$ cat src/rtl/div_if.sv
// div_if: request/response bundle between the pipeline and the iterative divider
interface div_if #(parameter int XLEN = 64);
  logic            start_i;
  logic            signed_i;
  logic            word_i;
  logic            rem_i;
  logic            cancel_i;
  logic [XLEN-1:0] dividend_i;
  logic [XLEN-1:0] divisor_i;
  logic [XLEN-1:0] result_o;
  logic            ready_o;
  logic            busy_o;
  logic            stallreq_o;
  modport master (
    output start_i, signed_i, word_i, rem_i, cancel_i, dividend_i, divisor_i,
    input  result_o, ready_o, busy_o, stallreq_o
  );
  modport slave (
    input  start_i, signed_i, word_i, rem_i, cancel_i, dividend_i, divisor_i,
    output result_o, ready_o, busy_o, stallreq_o
  );
endinterface

$ cat src/rtl/div_ctrl.sv
// div_ctrl: restoring radix-2 divider for div/divu/rem/remu and their W forms, one quotient bit per cycle
module div_ctrl #(parameter int XLEN = 64) (
  input logic clk,
  input logic rst,
  div_if.slave d
);
  typedef enum logic [1:0] {IDLE, CALC, FIX, DONE} state_e;
  state_e state_q, state_d;
  logic [XLEN-1:0] q_q, q_d, acc_q, acc_d, b_q, b_d, result_q, result_d;
  logic [5:0] cnt_q, cnt_d;
  logic word_q, word_d, rsel_q, rsel_d, negq_q, negq_d, negr_q, negr_d;
  logic [XLEN-1:0] a_ext, b_ext, a_mag, b_mag, spec_sel, q_fix, r_fix;
  logic [XLEN:0] sh, sub;
  logic a_neg, b_neg, div_zero, ovf, ge, last;
  function automatic logic [XLEN-1:0] fmt(input logic w, input logic [XLEN-1:0] v);
    return w ? {{32{v[31]}}, v[31:0]} : v;
  endfunction
  always_comb begin
    a_ext = d.word_i ? {{32{d.signed_i & d.dividend_i[31]}}, d.dividend_i[31:0]} : d.dividend_i;
    b_ext = d.word_i ? {{32{d.signed_i & d.divisor_i[31]}}, d.divisor_i[31:0]} : d.divisor_i;
    a_neg = d.signed_i & a_ext[XLEN-1];
    b_neg = d.signed_i & b_ext[XLEN-1];
    a_mag = a_neg ? -a_ext : a_ext;
    b_mag = b_neg ? -b_ext : b_ext;
    div_zero = b_ext == '0;
    ovf = d.signed_i & (b_ext == '1)
        & (a_ext == (d.word_i ? 64'hFFFF_FFFF_8000_0000 : 64'h8000_0000_0000_0000));
    spec_sel = div_zero ? (d.rem_i ? d.dividend_i : '1) : (d.rem_i ? '0 : d.dividend_i);
    sh = {acc_q, q_q[XLEN-1]};
    sub = sh - {1'b0, b_q};
    ge = sh >= {1'b0, b_q};
    last = cnt_q == (word_q ? 6'd31 : 6'd63);
    q_fix = negq_q ? -q_q : q_q;
    r_fix = negr_q ? -acc_q : acc_q;
  end
  always_comb begin
    state_d = state_q;
    q_d = q_q;
    acc_d = acc_q;
    b_d = b_q;
    cnt_d = cnt_q;
    word_d = word_q;
    rsel_d = rsel_q;
    negq_d = negq_q;
    negr_d = negr_q;
    result_d = result_q;
    case (state_q)
      IDLE: if (d.start_i) begin
        word_d = d.word_i;
        rsel_d = d.rem_i;
        negq_d = a_neg ^ b_neg;
        negr_d = a_neg;
        b_d = b_mag;
        acc_d = '0;
        cnt_d = '0;
        // word operands sit in the top half so 32 shifts leave the quotient in the low half
        q_d = d.word_i ? {a_mag[31:0], 32'b0} : a_mag;
        result_d = (div_zero | ovf) ? fmt(d.word_i, spec_sel) : result_q;
        state_d = (div_zero | ovf) ? DONE : CALC;
      end
      CALC: begin
        acc_d = ge ? sub[XLEN-1:0] : sh[XLEN-1:0];
        q_d = {q_q[XLEN-2:0], ge};
        cnt_d = last ? '0 : cnt_q + 6'd1;
        state_d = last ? FIX : CALC;
      end
      FIX: begin
        result_d = fmt(word_q, rsel_q ? r_fix : q_fix);
        state_d = DONE;
      end
      default: state_d = IDLE;
    endcase
    if (d.cancel_i) begin
      state_d = IDLE;
      cnt_d = '0;
    end
  end
  always_ff @(posedge clk) begin
    if (rst) begin
      state_q <= IDLE;
      q_q <= '0;
      acc_q <= '0;
      b_q <= '0;
      cnt_q <= '0;
      word_q <= 1'b0;
      rsel_q <= 1'b0;
      negq_q <= 1'b0;
      negr_q <= 1'b0;
      result_q <= '0;
    end else begin
      state_q <= state_d;
      q_q <= q_d;
      acc_q <= acc_d;
      b_q <= b_d;
      cnt_q <= cnt_d;
      word_q <= word_d;
      rsel_q <= rsel_d;
      negq_q <= negq_d;
      negr_q <= negr_d;
      result_q <= result_d;
    end
  end
  assign d.result_o = result_q;
  assign d.ready_o = state_q == DONE;
  assign d.busy_o = state_q != IDLE;
  assign d.stallreq_o = !rst & ((state_q == IDLE & d.start_i & !d.cancel_i) | state_q == CALC | state_q == FIX);
endmodule

$ cat src/flat_wrapper.sv
// flat-port wrapper written by rule: the top's interface ports become plain ports
module div_ctrl_flat 
#(parameter int XLEN = 64)
  (clk, rst, d_start_i, d_signed_i, d_word_i, d_rem_i, d_cancel_i, d_dividend_i, d_divisor_i, d_result_o, d_ready_o, d_busy_o, d_stallreq_o);
  div_if #(.XLEN(XLEN)) d_i ();
  input logic clk;
  input logic rst;
  input wire logic [$bits(d_i.start_i)-1:0] d_start_i;
  input wire logic [$bits(d_i.signed_i)-1:0] d_signed_i;
  input wire logic [$bits(d_i.word_i)-1:0] d_word_i;
  input wire logic [$bits(d_i.rem_i)-1:0] d_rem_i;
  input wire logic [$bits(d_i.cancel_i)-1:0] d_cancel_i;
  input wire logic [$bits(d_i.dividend_i)-1:0] d_dividend_i;
  input wire logic [$bits(d_i.divisor_i)-1:0] d_divisor_i;
  output wire logic [$bits(d_i.result_o)-1:0] d_result_o;
  output wire logic [$bits(d_i.ready_o)-1:0] d_ready_o;
  output wire logic [$bits(d_i.busy_o)-1:0] d_busy_o;
  output wire logic [$bits(d_i.stallreq_o)-1:0] d_stallreq_o;
  assign d_i.start_i = d_start_i;
  assign d_i.signed_i = d_signed_i;
  assign d_i.word_i = d_word_i;
  assign d_i.rem_i = d_rem_i;
  assign d_i.cancel_i = d_cancel_i;
  assign d_i.dividend_i = d_dividend_i;
  assign d_i.divisor_i = d_divisor_i;
  assign d_result_o = d_i.result_o;
  assign d_ready_o = d_i.ready_o;
  assign d_busy_o = d_i.busy_o;
  assign d_stallreq_o = d_i.stallreq_o;
  div_ctrl #(.XLEN(XLEN)) u_core (.clk(clk), .rst(rst), .d(d_i));
endmodule
$ cat config.mk
export PLATFORM = sky130hd
export DESIGN_NAME = div_ctrl_flat
export DESIGN_NICKNAME = d
export VERILOG_FILES = /design/src/rtl/div_if.sv /design/src/rtl/div_ctrl.sv /design/src/flat_wrapper.sv
export SDC_FILE = /design/constraint.sdc
export NUM_CORES = 1
export LEC_CHECK = 0
export CAP_MARGIN = 15
export CORE_ASPECT_RATIO = 1.1
export CORE_UTILIZATION = 34
export DETAILED_ROUTE_END_ITERATION = 10
export GPL_TIMING_DRIVEN = 0
export HOLD_SLACK_MARGIN = 0.03
export PLACE_DENSITY = 0.59
export REMOVE_ABC_BUFFERS = 1
export SYNTH_ARGS = -nofsm -noshare
export SYNTH_HDL_FRONTEND = slang
export SYNTH_SLANG_ARGS = --single-unit
export TNS_END_PERCENT = 100
$ cat constraint.sdc
create_clock -name clk -period 3.8 [get_ports clk]
set_input_delay 0.95 -clock clk [delete_from_list [all_inputs] [get_ports clk]]
set_output_delay 0.95 -clock clk [all_outputs]
set_load 0.005 [all_outputs]
Word level (Yosys, flattened, before mapping)
Cells that the tools add are included.
- register bits after elaboration: 268
- input port bits: 135
- output and inout port bits: 67
- word-level logic and storage cells: 79
- add/sub/neg operators: 6
- $lt $le $gt $ge: 1
- eq/ne operators: 8
- multiplexer cells: 30
- bitwise logic cells: 13
- reduce and logical (&&, ||, !) cells: 11
- operator list (cell ; number):
    2-to-1 mux 64 bit ; 18
    case mux 64 bit (2 select lines) ; 3
    negator 64 bit ; 4
    >= comparator 65 x 64 -> 1 bit ; 1
    == test 64 bit ; 1
    == test 64 bit (second input constant) ; 1
    zero test 64 bit ; 1
    subtractor 64 bit ; 1
    2-to-1 mux 63 bit ; 1
    2-to-1 mux 6 bit ; 3
    case mux 6 bit (2 select lines) ; 1
    AND 1 bit ; 9
    adder 6 x 1 -> 6 bit (second input constant) ; 1
    == test 6 bit ; 1
    2-to-1 mux 2 bit ; 3
    case mux 2 bit (3 select lines) ; 1
    nonzero test 2 bit ; 3
    == test 2 bit (second input constant) ; 2
    AND reduction 2 bit ; 2
    OR 1 bit ; 3
    AND reduction 3 bit ; 1
    == test 2 x 1 -> 1 bit (second input constant) ; 1
    zero test 1 bit ; 2
    zero test 2 bit ; 1
    4 further kinds ; 4

Longest topological paths before layout
Gate-level depths: netlist of the first run.
- depth after elaboration: 9
- gate-level depth with buffers: 15
- depth with buffers taken out: 14

Least setup slack after synthesis of the first run
No wires, ideal clock.
- kind: input port to flip-flop
- start: input d_divisor_i[0]
- end: register u_core.result_q[10], in the netlist u_core.d.result_o[10]
- library setup time: 128 ps
- arrival: 3730 ps
- data required time: 3672 ps
- slack: -57 ps
- stages on the path: 13
- path buffers: 2
- path through: inv_1 -> ha_1 -> or4b_1 -> nor4_1 -> nand3_1 -> nor4b_2 -> a41oi_1 -> nor2b_1 -> o21bai_1 -> clkbuf_1 -> buf_2 -> a221oi_1 -> nor2_1
- cells in the longest elaborated chain, start to end: 7
- elaborated cells between the ends (all ways): 13
- those cells by class: eq/ne: 2; mux: 6; bitwise: 3; reduce/logical: 2
- RTL lines (what ; RTL line ; source):
    from (decl) ; flat_wrapper.sv:14 ; input wire logic [$bits(d_i.divisor_i)-1:0] d_divisor_i;
    2-to-1 mux 64 bit * ; div_ctrl.sv:20 ; b_ext = d.word_i ? {{32{d.signed_i & d.divisor_i[31]}}, d.divisor_i[31:0]} : d.divisor_i;
    == test 64 bit or zero test 64 bit (tied branches) ; div_ctrl.sv:26, div_ctrl.sv:25 ;
    AND 1 bit or 2-to-1 mux 64 bit (tied branches) ; div_ctrl.sv:26, div_ctrl.sv:28 ;
    AND 1 bit or 2-to-1 mux 64 bit (tied branches) ; div_ctrl.sv:27, div_ctrl.sv:16 ;
    OR 1 bit or 2-to-1 mux 64 bit (tied branches) ; div_ctrl.sv:58 ; result_d = (div_zero | ovf) ? fmt(d.word_i, spec_sel) : result_q;
    != test 2 x 1 -> 1 bit (no source line) or 2-to-1 mux 64 bit (tied branches) ; - ;
    AND reduction 3 bit (no source line) or case mux 64 bit (2 select lines) (tied branches) ; - ;
    to (signal assigned) ; div_ctrl.sv:100 ; result_q <= result_d;
    to (decl) ; div_ctrl.sv:9 ; logic [XLEN-1:0] q_q, q_d, acc_q, acc_d, b_q, b_d, result_q, result_d;
Every way passes the cells marked *; elsewhere a longest branch is shown, timed or not. The select of a mux whose other input is x is not followed.
A chain may end at the register's enable or synchronous reset.

Worst setup path after layout of the first run
- start: input d_divisor_i[11]
- end: register u_core.result_q[42], in the netlist u_core.d.result_o[42]
The elaborated chain is that of the path after synthesis.

==> results of run 1 <==
[placed cells by master, fill, tap and decap left out, types with 18 or more instances in the layout]
master,count
a31oi_1,37
mux2i_1,57
inv_1,105
clkdlybuf4s50_1,181
nand4_1,47
a21o_1,38
nor3_1,67
nor2_1,275
xnor2_1,150
nand2b_1,20
buf_4,40
a211oi_1,80
xor2_1,151
nand2_1,366
a221oi_1,36
o31ai_1,55
a22oi_1,19
dfxtp_1,262
ha_1,61
or3_1,34
maj3_1,56
a32o_1,23
clkbuf_16,31
a21oi_1,208
nand3_1,56
o21ai_0,240
o41ai_1,27
or4_1,18
[worst paths after layout]
check / to / slack (ns) / from / depth (start not counted)
worst min-delay path: u_core.b_q[60] / 0.45 / u_core.b_q[60] / 2
worst max register to register: u_core.acc_q[37] / 0.12 / u_core.acc_q[7] / 13
worst min register to register: u_core.b_q[60] / 0.45 / u_core.b_q[60] / 2
worst max-delay path: u_core.d.result_o[42] / 0.03 / d_divisor_i[11] / 13
[through the flow]
| step | utilization | total power (uW) | TNS (ns) |
|---|---|---|---|
| floorplan | - | 4340 | -489.30 |
| global placement | 0.378 | 5120 | -2149.68 |
| detailed placement | 0.388 | 5140 | -253.22 |
| CTS | 0.414 | 8460 | -0.871 |
| global route | 0.422 | 8850 | -0.0168 |
| finish | 0.422 | 8500 | 0 |
[power groups by stage]
stage | Clock [uW] | Combinational (uW) | Sequential, uW
5_1_grt | 3430 | 2340 | 3090
6_report | 3270 | 2160 | 3070
3_3_place_gp | 0 | 1980 | 3140
4_1_cts | 3320 | 2070 | 3070
2_1_floorplan | 0 | 1250 | 3090
3_5_place_dp | 0 | 2010 | 3120
[state kept, by name (all words and copies together), names as in the netlist]
name,cells
u_core.acc_q,64
u_core.b_q,64
u_core.d.result_o,64
u_core.q_q,64
u_core.cnt_q,6
u_core.state_q,2
u_core.negq_q,1
u_core.negr_q,1
u_core.rsel_q,1
u_core.word_q,1
[kinds of logic after synthesis]
logic type,count (synthesis)
and+or+nand+nor,1047
AOI/OAI and AO/OA,935
buffers and inverters,323
xor gates and xnor gates,301
DFF,268
adders and majority gates,128
muxes,58
[worst reg2reg max path, cell delays in order (launching register included)]
cell and delay (ns):
dfxtp_2 0.43, ha_1 0.35, a21oi_1 0.20, o21ai_0 0.21
a311oi_2 0.43, nand4_1 0.15, buf_4 0.19, a21oi_4 0.18
o41ai_4 0.11, a31oi_4 0.27, buf_4 0.17, a31oi_2 0.26
or2_2 0.39, a32o_1 0.24
[per-layer routing]
layer | up-vias | global-route usage
met5 | - | 0
met1 | 11000 | 0.325
met3 | 227 | 0.0327
met2 | 1023 | 0.418
met4 | 2 | 0.118
li1 | 11400 | -
[final cells by class]
cell class                      count  area [sq um]
Fill cell                        6737         37600
Multi-Input combinational cell   2477         16600
Sequential cell                   268          5380
Timing Repair Buffer              270          2890
Tap cell                          850          1060
Clock buffer                       36           815
Inverter                          108           413
Clock inverter                     19           265
[timing repair]
| action | in CTS | in global routing |
|---|---|---|
| gates cloned | 5 | 3 |
| gates resized for setup | 86 | 77 |
| pin swaps | 18 | 30 |
| hold endpoints to repair | 0 | 0 |
| buffers inserted | 25 | 19 |
| endpoints found under the setup margin | 165 | 132 |
==> out/results.txt, run 1 <==
outcome - finished clean
Post-Synth XOR/XNOR Area - 0.118
IO buf count - 201
Mapped Cells - 3060
Die Y - 271 um
Synth area leader - dfxtp_1
WP data required - 4.32 ns
via count - 23600
initial antenna violation count - 1
startpoint types - input port
Overall Global Routing Usage - 0.253
Comb pwr share - 0.254
most frequent cell after synthesis - nand2_1
top post-synthesis cells by area - dfxtp_1, nand2_1, xor2_1, xnor2_1, o21ai_0
global-route wire length before repair - 133000 um
Tmin final - 3.77 ns
Seq/Total Area, Yosys - 0.240
clk sinks - 268
number of nets still failing antenna checks after routing - 0
TritonCTS buffer count - 31
drt first pass iters - 6
fin crit share - 0.991
Unique masters post-synth - 86
CP cell instances - clkdlybuf4s50_1 > or4_4 > nor4b_4 > nand3_4 > nor4b_4 > buf_6 > buf_6 > buf_8 > maj3_4 > a21oi_4 > a21oi_2 > o21ai_0 > a21oi_1
clk_lat worst skew - 0.60 ns
maximum fanout along the worst path - 8
worst slack at placement - -2.27 ns
Clk pwr share - 0.385
worst hold slack - 0.447 ns
Async SR Flop Fraction - 0
post-place instance area - 25200 sq um
largest net degree at the start of global routing - 114
Power Dens Cells - 310 nW/um^2
slowest cell on the critical path - clkdlybuf4s50_1
Die W - 246 um
Pint - 5680 uW
smallest setup slack after layout - 0.0348 ns
Sequential Power Share - 0.361
Most used DFF post-synth - dfxtp_1
Yosys warnings - 0
critical path endpoint category - flip-flop
Sw Share - 0.332
Simple-Gate Fraction of Synth Area - 0.221
total wire length - 88300 um
DRC violations left - 0
standard-cell rows - 98
multiplexer area fraction after synthesis - 0.0260
number of enable flip-flop cells after synthesis - 0
Peak Freq - 266 MHz
clk_skew - 0.0125 ns
io pins - 202
Post-Synth Adder-Cell Area - 0.0656
Synth Register Bits - 268
hpwl dp - 63900 um
compound-cell area share of the yosys netlist - 0.274
drt wl/cell - 21.9 um
Worst Max-Slew Pin Slew - 1.05 ns
total gr overflow - 0
largest family of logic cells by synthesized area - compound AO/OA/AOI/OAI gates
mean post-synth cell area - 7.30 sq um
final hold vios - 0
CTS clk-pin slew, worst paths - 0.06 ns
Final Setup Violations - 0
# hold bufs at CTS - 0
worst hold-check path type - flip-flop to flip-flop
CP Class - input port to flip-flop
Leak - 0.0102 uW
CP Buf/Inv Count - 4
Final Instance Area - 27400 sq um
Final nets - 3362
Max Cap Viol - 0
dpl cells - 3920
slowest stage delay, CP - 0.57 ns
die area - 66700 sq um
Max Slew Vio Count - 0
Vias/cell - 5.86
M1 wire length - 36800 um
drt first-iter violations - 2483
switching pwr - 2820 uW
number of H-tree levels - 1
initial core utilization - 0.344
vias in the first global route - 22100
mapped cell area - 22300 sq um
CORE AREA - 65000 sq um
# diodes - 0
Crit path max-delay family - simple AND/OR/NAND/NOR gates
Post-Layout Cell Count - 4028
share of layout cells above drive strength 1 - 0.0909
Max IR drop VDD - 0.411 mV
Area growth syn-to-layout - 22.7%
Met2 Wirelength - 40500 um
Clock Tree Root - clkbuf_16
highest routed layer - met5
Rel. slew slack - 0.295
GPL Wtd Cong - 0.967
Synth top area share - 0.240
deepest clock path buffer count - 3
met3 WL post-DR - 6290 um
CTS tree - yes
crit path DAT - 4.29 ns
Post-synth top cells - nand2_1, nor2_1, dfxtp_1
Power figures use the tool's default switching activity.
==> inputs of run 2 (changes only) <==
Settings changed: CORE_MARGIN from default to 2, CORE_UTILIZATION 34 to 35, PLACE_DENSITY 0.59 to 0.6.
==> run 2 against run 1 <==
Compared with the run above:
- global-route usage increased by 0.24 points
- sequential cell count is the same
- via count shrank 0.11%
- final cell count is 0.30% lower
- total power decreased by 0.97%
- fmax up 0.11%
- clock power is 3% lower
- sequential power is essentially flat
- register-to-register slack worse by 0.07 ns
- die area down 1.3%
- worst hold slack improved by 0.0017 ns
- largest cell class unchanged
- highest routed layer is now met4
==> out/results.txt, run 2 (synthesis results as in run 1) <==
smallest setup slack after layout - 0.0389 ns
Sw Share - 0.334
deepest clock path buffer count - 3
total gr overflow - 0
M3 GR Usage - 0.0400
min-delay src - u_core.b_q[30]
WP data required - 4.31 ns
Area growth syn-to-layout - 22.3%
die area - 65900 sq um
standard-cell rows - 97
Tmin final - 3.76 ns
largest net degree at the start of global routing - 126
share of layout cells above drive strength 1 - 0.0854
maximum fanout along the worst path - 4
most common cell after layout, fill and taps aside - nand2_1
vias in the first global route - 22200
Final Setup Violations - 0
critical path endpoint category - flip-flop
fin crit share - 0.990
CTS tree - yes
initial antenna violation count - 0
slowest stage delay, CP - 0.81 ns
Sequential Power Share - 0.363
Overall Global Routing Usage - 0.256
clk sinks - 268
drt first-iter violations - 2468
CP Class - input port to flip-flop
global-route wire length before repair - 133000 um
Rel. slew slack - 0.260
via count - 23600
Worst path most repeated cell - or4_1
final hold vios - 0
RSZ-0062 raised after global routing - yes
clk_skew - 0.0266 ns
drt wl/cell - 21.8 um
initial core utilization - 0.352
CP cell instances - clkdlybuf4s50_1 > or4_1 > or4_1 > nor2_4 > nand3_1 > o41ai_1 > xnor2_1 > nand2_1 > a21oi_1
io pins - 202
Vias/cell - 5.87
Final nets - 3357
Crit path max-delay family - simple AND/OR/NAND/NOR gates
Clock Tree Root - clkbuf_16
Peak Freq - 266 MHz
GPL Wtd Cong - 0.958
CORE AREA - 63500 sq um
IO buf count - 201
post-place instance area - 25200 sq um
met2 Use GR - 0.421
busiest grt layer - met2
worst slack at placement - -2.50 ns
Comb pwr share - 0.259
slowest cell on the critical path - o41ai_1
# hold bufs at CTS - 0
Worst Max-Slew Pin Slew - 1.11 ns
DRC violations left - 0
number of nets still failing antenna checks after routing - 0
crit path DAT - 4.28 ns
Final Instance Area - 27300 sq um
number of H-tree levels - 1
met1 usage - 0.324
drt first pass iters - 6
Critical path origin - d_dividend_i[27]
Max IR drop VDD - 0.348 mV
total wire length - 87700 um
CP Buf/Inv Count - 1
Max Slew Vio Count - 0
PnR Total Power - 8420 uW
post-route setup TNS - 0 ns
startpoint types - input port
CTS clk-pin slew, worst paths - 0.06 ns
Power Dens Cells - 308 nW/um^2
Die Y - 269 um
Die W - 245 um
worst hold-check path type - flip-flop to flip-flop
Clk pwr share - 0.378
clk_lat worst skew - 0.60 ns
commonest non-fill, non-tap cells in the layout - nand2_1, nor2_1, dfxtp_1
switching pwr - 2810 uW
Pint - 5610 uW
RR Startpoint - u_core.q_q[26]
TritonCTS buffer count - 30
hpwl dp - 63800 um
Max Cap Viol - 0
Leak - 0.0102 uW
worst hold slack - 0.449 ns
outcome - finished clean
run 2: changes by cell type in the layout (fill, tap and decap cells not counted), moves of 3 or more:
cell and delta:
dlygate4sd2_1 +15, ha_1 +6, clkbuf_8 +3, a21oi_1 +3, buf_8 +3, ha_2 -4, clkdlybuf4s50_1 -9, a21oi_2 -3
dlymetal6s2s_1 -5, buf_4 -3, buf_6 -3
run 2: what timing repair did:
item,4_1_cts,5_1_grt
gates cloned,4,3
pin swaps,19,18
buffers inserted,26,13
setup endpoints to repair,171,116
gates resized for setup,101,50
run 2: final timing paths:
check                     endpoint  slack, ns  cells past startpoint
max                 u_core.q_q[52]       0.04                      9
min                 u_core.b_q[30]       0.45                      2
max reg2reg  u_core.d.result_o[62]       0.05                      9
min reg2reg         u_core.b_q[30]       0.45                      2
run 2: metal layers:
layer / part of all wire / routed length (um)
met4: 0.055 / 4850
met3: 0.073 / 6410
met1: 0.41 / 36300
met5: 0 / 0
met2: 0.46 / 40200
run 2: power groups by stage:
stage	Clock [uW]	Sequential [uW]	Combinational (uW)
2_1_floorplan	0	3090	1250
3_3_place_gp	0	3140	1980
3_5_place_dp	0	3120	2020
4_1_cts	3220	3060	2080
5_1_grt	3330	3070	2360
6_report	3180	3060	2180
run 2: cell type report:
type                    count  area, sq um
multi-input cells        2474        16500
inverters                 108          413
well taps                 841         1050
clock buffers              38          852
flip-flops and latches    268         5380
clock inverters            17          203
diodes                      1         2.50
fillers                  6517        36100
repair buffers            269         2920
run 2: stage by stage:
stage	utilization	std cells
final	0.431	4016
after floorplan	-	2845
after CTS	0.424	3997
after detailed placement	0.397	3912
after global routing	0.431	4015
after global placement	0.387	3887
run 2: worst reg2reg max path: cells and delay by family (launching register included):
kind                      cells  cell delay [ns]
xor gates and xnor gates      1             0.28
and+or+nand+nor               5             2.15
AOI/OAI and AO/OA             3             0.85
DFF                           1             0.38
==> inputs of run 3 (changes only) <==
Settings changed: ABC_AREA from default to 1, CORE_MARGIN 2 to default, GPL_TIMING_DRIVEN 0 to default, PLACE_DENSITY 0.6 to 0.59.
==> run 3 against run 2 <==
Compared with the run above:
- wire length rose by 52%
- cell area up 19%
- synthesized cell count is 66% higher
- sequential power grew 1%
- synthesized area up 23%
- final cell count grew 57%
- highest routed layer is now met5
- first-iteration DRC count up 50%
- worst hold slack improved by 0.012 ns
- register-to-register slack improved by 0.41 ns
- total power grew 20%
- fmax up 11%
- clock power is 21% higher
- largest cell class unchanged
==> out/results.txt, run 3 <==
total wire length - 134000 um
Reg-to-Reg End - u_core.acc_q[46]
post-CTS setup buffer count - 0
Die Y - 295 um
CP Class - input port to flip-flop
Hold Path Sink - u_core.d.result_o[22]
fillers - 8891
Seq/Total Area, Yosys - 0.196
initial antenna violation count - 4
smallest setup slack after layout - 0.418 ns
maximum fanout along the worst path - 70
post-place instance area - 31200 sq um
Synth area leader - nand2_1
final hold vios - 0
Pint - 6250 uW
Synth top area share - 0.227
final core occ - 0.421
Overall Global Routing Usage - 0.329
share of layout cells above drive strength 1 - 0.0505
Most used DFF post-synth - dfxtp_1
startpoint types - input port
min-delay src - u_core.d.result_o[22]
Synth Register Bits - 268
drt first-iter violations - 3695
Post-synth top cells - nand2_1, nor2_1, inv_1
post_cts resized - 0
Sw Share - 0.383
Tmin final - 3.38 ns
total gr overflow - 0
largest family of logic cells by synthesized area - simple AND/OR/NAND/NOR gates
Yosys warnings - 0
fin crit share - 0.890
critical path endpoint category - flip-flop
area of the multi-input gates - 19000 sq um
initial core utilization - 0.354
Comb pwr share - 0.312
Simple-Gate Fraction of Synth Area - 0.445
Async SR Flop Fraction - 0
Leak - 0.0159 uW
Final Instance Area - 32500 sq um
Post-Layout Cell Count - 6318
die area - 79300 sq um
worst hold slack - 0.461 ns
RSZ-0062 raised after global routing - no
commonest non-fill, non-tap cells in the layout - nand2_1, inv_1, nor2_1
number of enable flip-flop cells after synthesis - 0
Unique masters post-synth - 46
GPL Wtd Cong - 1.00
Max Cap Viol - 0
outcome - finished clean
Rel. slew slack - 0.330
Mapped Cells - 5066
CORE AREA - 77400 sq um
standard-cell rows - 107
CTS clk-pin slew, worst paths - 0.05 ns
vias in the first global route - 30700
Worst R2R Setup Slack - 0.46 ns
Hold Path Depth - 2
Vias/cell - 5.42
WP data required - 4.25 ns
IO buf count - 201
Area growth syn-to-layout - 18.9%
drt wl/cell - 21.1 um
RR Startpoint - u_core.acc_q[27]
DRC violations left - 0
R2R cell count - 14
compound-cell area share of the yosys netlist - 0.166
switching pwr - 3880 uW
Post-Synth Adder-Cell Area - 0.0327
Clock Tree Root - clkbuf_16
Worst path most repeated cell - nor2_1
clk sinks - 268
slowest stage delay, CP - 0.48 ns
io pins - 202
mapped cell area - 27400 sq um
most frequent cell after synthesis - nand2_1
crit path DAT - 3.84 ns
CP cell instances - clkdlybuf4s50_1 > inv_1 > ha_1 > nand3_1 > nor2_1 > nand3_1 > nor2_1 > buf_4 > nand2_1 > nor2_1 > nand3_1 > nand3_2 > nand2_2 > buf_12 > nor3_1 > nor2_1
Clk pwr share - 0.382
Peak Freq - 296 MHz
Sequential Power Share - 0.306
Post-Synth XOR/XNOR Area - 0.0470
worst slack at placement - -0.0553 ns
Worst Max-Slew Pin Slew - 0.994 ns
Power Dens Cells - 311 nW/um^2
global-route wire length before repair - 197000 um
number of nets still failing antenna checks after routing - 0
Final nets - 5461
Die W - 269 um
dpl cells - 6250
top post-synthesis cells by area - nand2_1, dfxtp_1, nand3_1, nor2_1, inv_1
number of H-tree levels - 2
largest net degree at the start of global routing - 120
slowest cell on the critical path - clkdlybuf4s50_1
multiplexer area fraction after synthesis - 0.000366
worst hold-check path type - flip-flop to flip-flop
deepest clock path buffer count - 3
clk_lat worst skew - 0.59 ns
Max Slew Vio Count - 0
most common cell after layout, fill and taps aside - nand2_1
Max IR drop VDD - 0.291 mV
Final Setup Violations - 0
via count - 34200
hpwl dp - 108000 um
# hold bufs at CTS - 0
drt first pass iters - 6
Seq. cell area - 5370 sq um
clk_skew - 0.0266 ns
mean post-synth cell area - 5.40 sq um
TritonCTS buffer count - 38
CTS tree - yes
run 3: cell count changes after synthesis, moves of 49 or more:
cell	change
nand3b_1	+50
xnor2_1	-105
xor2_1	-49
maj3_1	-57
nand2_1	+1286
o31ai_1	-54
mux2i_1	-57
a21oi_1	+177
inv_1	+472
a211oi_1	-79
nand3_1	+436
nor2_1	+295
run 3: kinds of logic (layout without fill, tap and decap cells):
family                     after synthesis  count (layout)
adders and majority gates               71              71
xor gates and xnor gates               147             147
buffers and inverters                  804            1020
AOI/OAI and AO/OA                      836             836
and+or+nand+nor                       2939            2939
other                                    0               1
DFF                                    268             268
muxes                                    1               1
run 3: how the worst max path moves through the flow:
stage	start	endpoint	slack, ns	cells past startpoint
after floorplan	u_core.state_q[0]	u_core.q_q[54]	-6.15	6
after global placement	d_dividend_i[1]	u_core.d.result_o[6]	0.02	17
after detailed placement	d_dividend_i[0]	u_core.d.result_o[50]	-0.06	17
after CTS	d_start_i	d_stallreq_o	0.49	4
after global routing	d_dividend_i[0]	u_core.d.result_o[5]	0.26	17
final	d_dividend_i[0]	u_core.d.result_o[6]	0.42	16
run 3: area by class of cell:
cell class	count	share of cell area
multi-input combinational	3994	0.583
sequential	268	0.165
timing repair buffer	363	0.104
inverter	590	0.0681
tap	1035	0.0398
clock buffer	50	0.0338
clock inverter	17	0.00630
antenna	1	0.0000769
run 3: power by group through the flow:
stage / sequential, uW / combinational (uW) / clock [uW]
final: 3100 / 3160 / 3860
after global routing: 3110 / 3430 / 3990
after CTS: 3090 / 3070 / 3900
after detailed placement: 3150 / 3050 / 0
after global placement: 3150 / 3060 / 0
after floorplan: 3120 / 1770 / 0
run 3: critical path: cells and delay by family:
family / cells / cell delay (ns)
and+or+nand+nor: 11 / 1.61
adders and majority gates: 1 / 0.16
buffers and inverters: 4 / 0.98
run 3: routing by layer:
layer  vias up  global-route usage  routed length (um)
li1      16800                   -                   -
met1     15800               0.461               60200
met2      1446               0.508               58000
met3       207              0.0526               10600
met4         4               0.109                4660
met5         -                   0                  23
run 3: through the flow:
step | setup TNS [ns] | power [uW]
floorplan | -760.61 | 4890
global placement | 0 | 6210
detailed placement | -0.947 | 6210
CTS | 0 | 10100
global route | 0 | 10500
finish | 0 | 10100
